$ cat src/rtl/cache_controller.sv
// Initiator side of the 2-way set-associative data cache: serves CPU loads from the
// cache, fills lines from SRAM on a read miss, and writes stores through to SRAM.
module cache_controller #(
  parameter int CNT_W = 16
) (
  input  logic             clk,
  input  logic             rst,
  input  logic [31:0]      address,
  input  logic [31:0]      wdata,
  input  logic             MEM_R_EN,
  input  logic             MEM_W_EN,
  output logic [31:0]      rdata,
  output logic             ready,
  output logic [16:0]      cache_address,
  output logic [63:0]      cache_write_data,
  output logic             cache_read_en,
  output logic             cache_write_en,
  output logic             cache_invoke_en,
  input  logic [31:0]      cache_read_data,
  input  logic             cache_hit,
  output logic [31:0]      sram_address,
  output logic [31:0]      sram_wdata,
  output logic             sram_read_en,
  output logic             sram_write_en,
  input  logic [63:0]      sram_rdata,
  input  logic             sram_ready,
  output logic [CNT_W-1:0] hit_count,
  output logic [CNT_W-1:0] miss_count
);

  typedef enum logic [1:0] {
    IDLE,
    R_MISS,
    W_THRU
  } state_t;

  state_t state, next_state;
  logic   hit_inc, miss_inc;

  always_ff @(posedge clk or posedge rst) begin
    if (rst) state <= IDLE;
    else     state <= next_state;
  end

  // Stores take priority over loads when both enables are raised together.
  always_comb begin
    next_state       = state;
    ready            = 1'b1;
    rdata            = '0;
    cache_read_en    = 1'b0;
    cache_write_en   = 1'b0;
    cache_invoke_en  = 1'b0;
    cache_write_data = '0;
    sram_read_en     = 1'b0;
    sram_write_en    = 1'b0;
    hit_inc          = 1'b0;
    miss_inc         = 1'b0;
    case (state)
      IDLE: begin
        if (MEM_W_EN) begin
          cache_invoke_en = 1'b1;
          ready           = 1'b0;
          next_state      = W_THRU;
        end else if (MEM_R_EN) begin
          if (cache_hit) begin
            cache_read_en = 1'b1;
            rdata         = cache_read_data;
            hit_inc       = 1'b1;
          end else begin
            ready      = 1'b0;
            miss_inc   = 1'b1;
            next_state = R_MISS;
          end
        end
      end
      R_MISS: begin
        sram_read_en = 1'b1;
        ready        = 1'b0;
        if (sram_ready) begin
          cache_write_en   = 1'b1;
          cache_write_data = sram_rdata;
          rdata            = address[2] ? sram_rdata[63:32] : sram_rdata[31:0];
          ready            = 1'b1;
          next_state       = IDLE;
        end
      end
      W_THRU: begin
        sram_write_en = 1'b1;
        ready         = 1'b0;
        if (sram_ready) begin
          ready      = 1'b1;
          next_state = IDLE;
        end
      end
      default: next_state = IDLE;
    endcase
  end

  assign cache_address = address[18:2];
  assign sram_wdata    = wdata;
  // Line reads are 8-byte aligned; word writes keep the full byte address.
  assign sram_address  = (state == W_THRU || (state == IDLE && MEM_W_EN))
                         ? address : {address[31:3], 3'b000};

  always_ff @(posedge clk or posedge rst) begin
    if (rst) begin
      hit_count  <= '0;
      miss_count <= '0;
    end else begin
      if (hit_inc && hit_count != {CNT_W{1'b1}})
        hit_count <= hit_count + CNT_W'(1);
      if (miss_inc && miss_count != {CNT_W{1'b1}})
        miss_count <= miss_count + CNT_W'(1);
    end
  end

endmodule

$ cat config.mk
export PLATFORM = sky130hd
export DESIGN_NAME = cache_controller
export DESIGN_NICKNAME = d
export VERILOG_FILES = /design/src/rtl/cache_controller.sv
export SDC_FILE = /design/constraint.sdc
export NUM_CORES = 1
export LEC_CHECK = 0
export BUFFER_PORTS_ARGS = -buffer_cell sky130_fd_sc_hd__clkbuf_2
export CELL_PAD_IN_SITES_DETAIL_PLACEMENT = 2
export CELL_PAD_IN_SITES_GLOBAL_PLACEMENT = 2
export CORE_AREA = 2 2 148 150
export DETAILED_ROUTE_END_ITERATION = 8
export DIE_AREA = 0 0 150 152
export PLACE_DENSITY_LB_ADDON = 0.1
export RECOVER_POWER = 50
export SLEW_MARGIN = 20
export SYNTH_ARGS = -nofsm -noshare
export SYNTH_HDL_FRONTEND = slang
export SYNTH_SLANG_ARGS = --single-unit
$ cat constraint.sdc
create_clock -name clk -period 3.5 [get_ports clk]
set_clock_uncertainty 0.2 [all_clocks]
set_input_delay 0.35 -clock clk [delete_from_list [all_inputs] [get_ports clk]]
set_output_delay 0.35 -clock clk [all_outputs]
set_load 0.05 [all_outputs]
==> metrics.txt <==
chip width 150 µm; crit path time final 2950 ps; hold slack 260 ps; Synth Cell Area 3550 µm²; DRC 0; post-synthesis mux area share 0.0995; slowest cell delay on critical path 470 ps; total track usage 0.150; max-cap violation count 1; initial antenna violation count 1; CP top delay family buffers and inverters; synth top area cells dfrtp_1 24%, buf_4 17%, and3_1 11%; crit path buf inv count 4; Critical Path AT 2400 ps; area grow syn2layout 29.7%; post-route cell area about 4600 µm²; most numerous cell in the Yosys netlist buf_4; Peak VDD IR between 0.2 and 0.25 mV; setup bufs post-CTS 0; Nets 760; FILL cells between 2k and 3k; grt ovf 0; routed vias 3749; # port buffers about 240; share of cells above drive strength 1 0.414; Synth Area per Inst 8.17 µm²; Yosys warning count 0; number of gates resized after CTS 0; Max clock buf depth 2; Rows 54; WL met2 8890 µm; initial core utilization 0.166; final WL 17200 µm; CP endpoint kind output port; DPL Wire Length 13800 µm; die area between 20000 and 25000 µm²; post-synthesis compound-gate area fraction 0.0688; number of flops mapped to enable cells by yosys 0; worst-margin pin slew slightly above 2000 ps; Synth Area in Simple Gates 0.301; Worst setup SP type register; Met3 Routed Length 1240 µm; vias per cell 4.31; wire length on met1 6730 µm; DR top layer met4; Fin. Hold Viols 0; Setup crit start state[1]; CP required 2950 ps; HP Class primary input to register; fmax 339 MHz; Yosys cell types 44; DP Area ~4500 µm²; Post-synth top cells 78 x buf_4, 65 x and3_1, 42 x nand2_1; core area 21400 µm²; crit path kind register to output port; Pwr Total 2340 µW; Seq/Total Area, Yosys 0.240; number of global-route vias before repair about 4.2k; DRT iter0 DRCs 115; root buffer cell clkbuf_16; RR Startpoint state[1]; Power per Cell Area 510 nW/µm²; setup violators final 0; R2R depth 7; ys flop type dfrtp_1; Gate Count Post-Synth 434; Sink Count 34; cell taking the most area after synthesis dfrtp_1; reg-to-reg slack, setup 880 ps; Pre-Repair DR Iteration Count 4; RSZ-0062 raised after global routing false; I/O pin cnt 381; largest family of logic cells by synthesized area simple AND/OR/NAND/NOR gates; Synth top area share 0.240; CP Cell Sequence inv_1 > ha_1 > nand4b_4 > inv_2 > buf_4 > nand2_1 > o21ai_0 > clkbuf_2; Fin Setup TNS 0 ps; HP Start MEM_W_EN; Post-synth ARST share 1.00; die extent in y 152 µm; Post-Synth Adder-Cell Area 0.0212; Worst Hold Depth 3; Post-CTS Hold Fix Bufs 1; Final ANT Viol Nets 0; Max FO, Critical Path 27; crit share post-route 0.842; Syn Nets slightly above 600; Crit-path slowest cell inv_2; H-tree levels 2; TritonCTS buffer count 5; P_leak 0.00269 µW; failing checks capacitance limit, slew limit; global-route wire length before repair 26200 µm; Worst slew margin -0.344; wire per inst 19.7 µm; Worst-Skew Late Latency 280 ps; CTS tree yes; Synth Area in XOR/XNOR 0.0692; flops & latches, synth 34; WP depth 8; Worst-path clk slew 50 ps; status finished, violations left; GPL Wtd Cong 0.767; maximum number of pins on one net before global-route repair 67; Final Max Slew Viols 35
-- placed cells by master (no fill, tap or decap), types with 6 or more instances in the layout --
cell | synthesis | final
clkbuf_2 | 0 | 213
and3_1 | 65 | 65
nand2_1 | 42 | 42
o21ai_0 | 35 | 35
dfrtp_1 | 34 | 34
mux2i_1 | 33 | 33
clkbuf_1 | 20 | 31
xor2_1 | 27 | 27
nor3_1 | 10 | 10
nand4_1 | 9 | 9
nor2_1 | 9 | 9
nand3_1 | 8 | 8
a21oi_1 | 6 | 6
nor4_1 | 6 | 6
buf_4 | 78 | 6
-- kinds of logic after synthesis --
logic type / Yosys count
AO/OA/AOI/OAI: 45
XOR/XNOR: 28
adder cells (fa/ha/maj): 6
buffers and inverters: 110
flip-flops: 34
multiplexers: 35
AND/OR/NAND/NOR: 176
-- worst min-delay path, cell delays in order --
cell and delay, ps:
clkbuf_2 120, or2b_1 150, a21oi_1 80
-- worst paths after layout --
kind | to
worst max register to register | hit_count[15]
worst min register to register | miss_count[15]
worst min-delay path | state[0]
max in group asynchronous | miss_count[5]
min in group asynchronous | miss_count[11]
worst max-delay path | rdata[20]
-- power by group --
| group | switching [µW] | internal (µW) | total, µW |
|---|---|---|---|
| Sequential | 88.0 | 447 | 535 |
| Combinational | 1050 | 309 | 1360 |
| Clock | 169 | 282 | 451 |
-- per-layer routing --
metal,track usage,vias to the layer above
met5,0,-
met4,0.0395,0
met3,0.0360,22
met2,0.270,180
met1,0.175,1807
li1,-,1740
-- state kept, by name (all words and copies together), names as in the netlist --
name,flops
hit_count,16
state,2
miss_count,16
-- metrics by stage --
step	utilization	instances	setup slack, ps
2_1_floorplan	-	434	485
3_3_place_gp	0.210	860	902
3_5_place_dp	0.210	860	800
4_1_cts	0.217	869	480
5_1_grt	0.215	870	288
6_report	0.215	870	553
-- layout make-up --
type / count / area [µm²] / area share
repair buffers: 250 / 1230 / 0.268
multi-input cells: 290 / 1990 / 0.432
clock inverters: 1 / 5.00 / 0.00109
inverters: 7 / 26.3 / 0.00571
flip-flops and latches: 34 / 851 / 0.185
diodes: 1 / 2.50 / 0.000544
clock buffers: 7 / 143 / 0.0310
well taps: 280 / 350 / 0.0762
Note: power is estimated with default switching activity, not from simulation.
